`src/rtl/cmpchk_pkg.sv`:
```
// cmpchk_pkg: shared types and constants for comparator_stim_checker.
//   state_e       : checker FSM states
//   LFSR_POLY     : Galois feedback mask for x^32+x^22+x^2+x+1 (right-shifting form)
//   VEC_*         : indices of the fixed corner-case vectors
//   ERR_MAX       : saturation value of the error counter
//   lfsr_next()   : one Galois LFSR step
package cmpchk_pkg;

  typedef enum logic [2:0] {
    ST_IDLE,
    ST_DRIVE,
    ST_WAIT,
    ST_CHECK,
    ST_DONE
  } state_e;

  localparam logic [31:0] LFSR_POLY = 32'h8020_0003;

  localparam logic [15:0] VEC_ZERO    = 16'd0;  // a=0,      b=0
  localparam logic [15:0] VEC_A0_B1   = 16'd1;  // a=0,      b=ones
  localparam logic [15:0] VEC_A1_B0   = 16'd2;  // a=ones,   b=0
  localparam logic [15:0] VEC_EQ_RAND = 16'd3;  // a=b=LFSR_A; first LFSR-driven vector

  localparam logic [15:0] ERR_MAX = 16'hFFFF;

  function automatic logic [31:0] lfsr_next(input logic [31:0] s);
    return {1'b0, s[31:1]} ^ (s[0] ? LFSR_POLY : 32'h0000_0000);
  endfunction

endpackage

```
`src/rtl/cmpchk_lfsr.sv`:
```
// cmpchk_lfsr: 32-bit Galois LFSR with a seed parameter.
//   clk     in  rising-edge clock
//   rst     in  asynchronous active-high reset; reloads SEED
//   en_i    in  advance one step on this clock edge
//   state_o out current LFSR state
module cmpchk_lfsr
  import cmpchk_pkg::*;
#(
  parameter logic [31:0] SEED = 32'hACE1_2468
) (
  input  logic        clk,
  input  logic        rst,
  input  logic        en_i,
  output logic [31:0] state_o
);

  logic [31:0] state_q;
  logic [31:0] state_d;

  always_comb begin
    state_d = state_q;
    if (en_i) state_d = lfsr_next(state_q);
  end

  always_ff @(posedge clk or posedge rst) begin
    if (rst) state_q <= SEED;
    else     state_q <= state_d;
  end

  assign state_o = state_q;

endmodule

```
`config.mk`:
```
export PLATFORM = sky130hd
export DESIGN_NAME = cmpchk_lfsr
export DESIGN_NICKNAME = d
export VERILOG_FILES = /design/src/rtl/cmpchk_pkg.sv /design/src/rtl/cmpchk_lfsr.sv
export SDC_FILE = /design/constraint.sdc
export NUM_CORES = 1
export LEC_CHECK = 0
export CORE_ASPECT_RATIO = 0.5
export CORE_MARGIN = 5
export CORE_UTILIZATION = 43
export CTS_CLUSTER_SIZE = 24
export DETAILED_ROUTE_END_ITERATION = 6
export PLACE_DENSITY = 0.75
export SLEW_MARGIN = 20
export SYNTH_ARGS = -nofsm -noshare
export SYNTH_HDL_FRONTEND = slang
export SYNTH_SLANG_ARGS = --single-unit
```
`constraint.sdc`:
```
create_clock -name clk -period 0.8 [get_ports clk]
set_clock_uncertainty 0.05 [all_clocks]
set_input_delay 0.16 -clock clk [delete_from_list [all_inputs] [get_ports clk]]
set_output_delay 0.16 -clock clk [all_outputs]
set_load 0.01 [all_outputs]
```
# After elaboration in Yosys (flattened, before gate mapping)
# Index checks and enable logic that the tools add are counted.
[op_classes]
muxes = 1
bitwise_logic = 1
[ops]
columns = ["operator", "n"]
rows = [
  ["32-bit 2-to-1 mux", 1],
  ["31-bit by 32-bit bitwise XOR with 32-bit output", 1],
]
[word_totals]
ff_bits = 32
in_bits = 3
word_cells = 3
out_inout_bits = 32

# Longest topological paths before layout
# Gate-level depths: netlist (run 1).
[logic_depth]
depth_word = 2
mapped_depth = 4
mapped_depth_nobuf = 2

# Worst setup path after synthesis (run 1)
# Ideal clock, no wire load.
[synth_path]
kind = "input port to flip-flop"
start = "input port en_i"
end = "register state_q[11] (netlist: state_o[11])"
setup_ns = 0.125
t_required_ns = 0.625
stages = 3
setup_slack_ns = -0.088
t_arrival_ns = 0.713
path_buffers = 2
path_cell_list = "buf_6 -> buf_6 -> mux2_4"
[synth_lines]
columns = ["element", "line", "text"]
rows = [
  ["from (decl)", "cmpchk_lfsr.sv:13", "input logic en_i,"],
  ["to (signal assigned)", "cmpchk_lfsr.sv:27", "else state_q <= state_d;"],
  ["to (decl)", "cmpchk_lfsr.sv:17", "logic [31:0] state_q;"],
]
# No word-level cell between the ends.

# Final worst setup path (run 1)
[layout_path]
start = "register state_q[6] (netlist: state_o[6])"
end = "output port state_o[6]"
[layout_lines]
columns = ["element", "line", "text"]
rows = [
  ["to (decl)", "cmpchk_lfsr.sv:14", "output logic [31:0] state_o"],
]
# No word-level cell between the ends.

==> metrics, run 1 <==
outcome complete, but fails checks; failing checks negative setup slack; number of DRC markers in iteration 0 25; Fin Setup TNS -12640 ps; Critical Path RT just under 600 ps; Synth Instances 74; # rows 14; post-detail-place hpwl around 1.8 mm; Seq cells post-synth 32; VDD IR max ~2.9 mV; vias in the first global route between 900 and 1000; Inst Count DP 179; CTS Hold Bufs 0; final std cells w/o fill ~190; vias 849; WL/cell 15.6 microns; Die Height 49.6 microns; CORE AREA around 3000 sq um; crit-path max cell delay 560 ps; CTS root buffer clkbuf_8; CP bufs+invs 1; cell chain of the critical path buf_6; most common cell after layout, fill and taps aside buf_6; antenna diode instance count 0; RD Place Congestion about 0.74; number of max-cap violations 0; Area Overhead vs Synth 60.7%; Least-Margin Pin Slew 170 ps; initial antenna violation count 0; die area around 4400 sq um; DR DRC count 0; Die W between 80 and 90 microns; Seq/Total Area, Yosys roughly three fifths; Vias/cell approximately 4.5; CP Launch Type flop; Leak 1.05 nW; critical path class flop to output pin; drt total wl 2.94 mm; clk_lat worst skew between 200 and 300 ps; Worst setup EP type output pin; Max clock buf depth 2; 1st-pass router iterations 3; fin crit share 144%; Fill cells just over 200; pwr/cell area about 4600 nW/um^2; CP arrival 950 ps; initial core utilization between 40% and 50%; IO buf count 34; Slew HR between 80 and 90%; Nets between 150 and 200; Post-DRT Antenna Nets 0; Netlist cell types 11; endpoints failing setup 64; Final Slew Violations 0; RSZ-0062 raised after global routing yes; first-pass GRT wire length 4.87 mm; Final Util between 70 and 80%; synthesized cell area about 1400 sq um; final total power between 10 and 15 mW; Ports 35; R2R depth 3; worst flop-to-flop path endpoint state_o[22]; Max stage delay cell, worst path dfstp_2; CP top delay family flip-flops; clk slew on worst S/H paths 70 ps; clock period minus worst slack 1160 ps; total CTS buffers 5; synthesized netlist net count between 70 and 80; gr ovfl total 0; layout cells sized above 1 around 84%; CP Max Fanout 2; H-tree depth 2; clock sinks 32; Highest Clock Rate roughly 870 MHz; CTS tree done; Synth warnings 0; gr usage total between 10% and 20%; Hold WS between 150 and 200 ps; max reg flops 32; Critical R2R Launch state_o[23]; Hold Violations, Final 0; most frequent cells in the layout buf_6, mux2_4, dfrtp_1; Post-Syn Area per Cell approximately 18 sq um; Final WS setup -356 ps; Hold Path Class primary input to asynchronous set/reset pin; largest net degree at the start of global routing 27; reg2reg setup slack -170 ps
tightest hold or removal path: cells and delay by family:
family                 cells  cell delay, ps
buffers and inverters      3             690
per-stage QoR:
step | area [sq um] | setup WS (ps)
2_1_floorplan | 1370 | -73.5
3_3_place_gp | 1980 | -461
3_5_place_dp | 1980 | -461
4_1_cts | 2090 | -357
5_1_grt | 2170 | -383
6_report | 2170 | -356
kinds of logic after synthesis:
group / Yosys count / share of synthesized area, %
flops: 32 / 60.5
mux: 29 / 31.1
buf+inv: 5 / 4.91
xor+xnor: 3 / 1.94
simple gates: 3 / 0.833
compound gates: 2 / 0.741
cells in the mapped netlist, drive strengths merged:
cell | n | area [sq um]
mux2 | 29 | 420
xnor2 | 3 | 26.3
a21oi | 2 | 10.0
nor2 | 2 | 7.51
dfrtp | 19 | 475
inv | 1 | 3.75
buf | 4 | 62.6
nand2 | 1 | 3.75
dfstp | 13 | 342
report_power, final:
part / internal [mW] / leakage, nW / total (mW) / switching (mW)
clock network: 0.610 / 0.0422 / 1.19 / 0.584
logic: 3.68 / 0.651 / 5.46 / 1.78
registers: 2.70 / 0.354 / 3.37 / 0.665
total: 6.99 / 1.05 / 10.0 / 3.03
timing repair:
item                       4_1_cts  5_1_grt
gates resized for setup        167       16
buffers inserted                 1        5
setup endpoints to repair       63       64
pin swaps                        2        3
cell type report:
| type | instances | area [sq um] | share of cell area, % |
|---|---|---|---|
| clock inverter | 1 | 5.00 | 0.230 |
| sequential | 32 | 818 | 37.7 |
| clock buffer | 7 | 76.3 | 3.51 |
| multi-input combinational | 37 | 517 | 23.8 |
| timing repair buffer | 71 | 698 | 32.1 |
| inverter | 1 | 7.51 | 0.346 |
| tap | 40 | 50.0 | 2.30 |
routing by layer:
metal	wire length (microns)	vias up	track usage [%]
li1	-	400	-
met1	1260	426	18.7
met2	1510	18	23.8
met3	118	5	5.99
met4	45	0	4.46
met5	0	-	0
worst max path at each step:
stage	endpoint	slack, ps	cells past startpoint	startpoint
after floorplan	state_o[17]	-70	3	en_i
after global placement	state_o[26]	-460	1	state_o[26]
after detailed placement	state_o[6]	-460	1	state_o[6]
after CTS	state_o[6]	-360	1	state_o[6]
after global routing	state_o[31]	-380	1	state_o[31]
final	state_o[6]	-360	1	state_o[6]
Note: power is estimated with default switching activity, not from simulation.
==> run 2, diff against run 1 <==
MAX_ROUTING_LAYER = met4   (was not set)
PLACE_DENSITY = 0.71   (was 0.75)
==> run 2 against run 1 <==
Net effect: the run still ends with negative setup slack left; non-clock buffer count did not move; total power rose by 1.8%; combinational power fell by 2%; wire length rose by 6.9%; sequential share of layout area rose by 0.28 points; utilization fell by 0.54 points; via count rose by 2.6%; register-to-register slack got worse by 60 ps; sequential power fell by 1%; largest cell class unchanged; largest power group unchanged.
==> metrics, run 2 (synthesized netlist as in run 1, its figures left out) <==
outcome complete, but fails checks; failing checks negative setup slack; CP arrival 960 ps (about the same); clock sinks 32 (unchanged); gr ovfl total 0 (unchanged); crit-path max cell delay 560 ps (about the same); Critical R2R Launch state_o[5]; CP Max Fanout 2 (unchanged); Least-Margin Pin Slew 189 ps (+19.1 ps); 1st-pass router iterations 4 (+1); endpoints failing setup 64 (unchanged); CTS tree done; Highest Clock Rate 857 MHz (-0.98%); Max stage delay cell, worst path dfstp_2; drt total wl 3.15 mm (+6.9%); uppermost layer routed met4; CORE AREA 3010 sq um (unchanged); max reg flops 32 (unchanged); Hold Violations, Final 0 (unchanged); Inst Count DP 178 (-0.56%); pwr/cell area 4730 nW/um^2 (+2.6%); vias in the first global route 974 (+4.6%); Nets 151 (unchanged); first-pass GRT wire length 5.09 mm (+4.5%); most common cell after layout, fill and taps aside buf_6; Die Height 49.6 microns (unchanged); vias 871 (+2.6%); RD Place Congestion 0.726 (-2.6%); fin crit share 146% (+1.4 points); reg2reg setup slack -230 ps (-60 ps); CP Launch Type flop; initial antenna violation count 0 (unchanged); number of DRC markers in iteration 0 35 (+40%); Post-DRT Antenna Nets 0 (unchanged); Critical Path RT 590 ps (about the same); Worst Hold Depth 2; Leak 1.05 nW (-0.13%); Worst setup EP type output pin; DR DRC count 0 (unchanged); largest net degree at the start of global routing 27 (unchanged); CP bufs+invs 1 (unchanged); met2 routed wirelength 1.74 mm (+15%); CTS Hold Bufs 0 (unchanged); RSZ-0062 raised after global routing yes; clk slew on worst S/H paths 70 ps (about the same); VDD IR max 2.63 mV (-8.6%); most frequent cells in the layout buf_6, mux2_4, buf_2; CP top delay family flip-flops; post-detail-place hpwl 2.05 mm (+12%); die area 4430 sq um (unchanged); gr usage total 16.6% (+1.7 points); Hold Path Class primary input to flop; WL/cell 16.6 microns (+6.9%); final std cells w/o fill 189 (unchanged); Fill cells 200 (-0.99%); clock period minus worst slack 1170 ps (+11.5 ps); cell chain of the critical path buf_6; IO buf count 34 (unchanged); antenna diode instance count 0 (unchanged); Area Overhead vs Synth 59.5%; clk_lat worst skew 290 ps (about the same); met3 wire len 114 microns (-3.4%); CTS root buffer clkbuf_8; Final Util 71.6% (-0.54 points); Slew HR 87.4% (-1.3 points); hold endpoint state_o[9]; R2R depth 3 (unchanged); worst flop-to-flop path endpoint state_o[4]; critical path class flop to output pin; routed length on met1 1.21 mm (-4.1%); # rows 14 (unchanged); layout cells sized above 1 83.9% (unchanged); number of max-cap violations 0 (unchanged); H-tree depth 2 (unchanged); Max clock buf depth 2 (unchanged); initial core utilization 44.9% (unchanged); Ports 35 (unchanged); Final WS setup -367 ps (-11.5 ps); Vias/cell 4.61 (+2.6%); total CTS buffers 5 (unchanged); Hold Startpoint en_i; Final Slew Violations 0 (unchanged); Die W 89.3 microns (unchanged)
run 2: cell types whose count changed in the layout (fill, tap and decap cells not counted):
cell	change
buf_6	-6
nor2_1	+1
bufinv_16	+1
nand2_4	-1
nand2_2	+1
clkbuf_1	-1
buf_4	+3
buf_2	+3
nor2_4	-1
run 2: how the worst max path moves through the flow:
stage	from	end	slack [ps]	cells past startpoint
floorplan	en_i	state_o[17]	-70	3
global placement	state_o[6]	state_o[6]	-460	1
detailed placement	state_o[21]	state_o[21]	-460	1
CTS	state_o[27]	state_o[27]	-360	1
global route	state_o[29]	state_o[29]	-400	1
finish	state_o[29]	state_o[29]	-370	1
run 2: stage by stage:
stage	power (mW)	setup TNS [ps]	setup WS, ps	instance area (sq um)	hold slack (ps)
4_1_cts	9.99	-13230	-364	2110	138
5_1_grt	10.8	-15010	-401	2160	148
2_1_floorplan	5.06	-1510	-73.5	1370	33.6
6_report	10.2	-13000	-367	2160	157
3_3_place_gp	8.01	-16850	-456	1970	434
3_5_place_dp	8.16	-17810	-462	1970	447
run 2: area by class of cell:
type	count	area (sq um)	area share, %
inverter	1	7.51	0.348
timing repair buffer	71	668	31.0
clock buffer	6	72.6	3.37
sequential	32	818	38.0
clock inverter	2	35.0	1.63
multi-input combinational	37	504	23.4
tap	40	50.0	2.32
run 2: what timing repair did:
action | CTS | global route
endpoints found under the setup margin | 63 | 64
gates cloned | 0 | 0
pin swaps | 1 | 0
resized for setup | 163 | 9
buffers inserted | 2 | 1
hold endpoints to repair | 0 | 0
run 2: worst register-to-register path, delay by kind of cell, from the launching register on:
kind     cells  cell delay, ps
mux          1             250
buf+inv      2             240
flops        1             380
run 2: power breakdown:
part	switching (mW)	leakage (nW)	internal, mW
sequential	0.633	0.354	2.70
combinational	1.78	0.637	3.55
clock	0.611	0.0552	0.924
run 2: layer usage:
layer | global-route usage [%] | vias up
met3 | 4.99 | 7
met5 | - | -
met2 | 26.3 | 16
met1 | 18.7 | 447
met4 | 9.65 | 0
li1 | - | 401
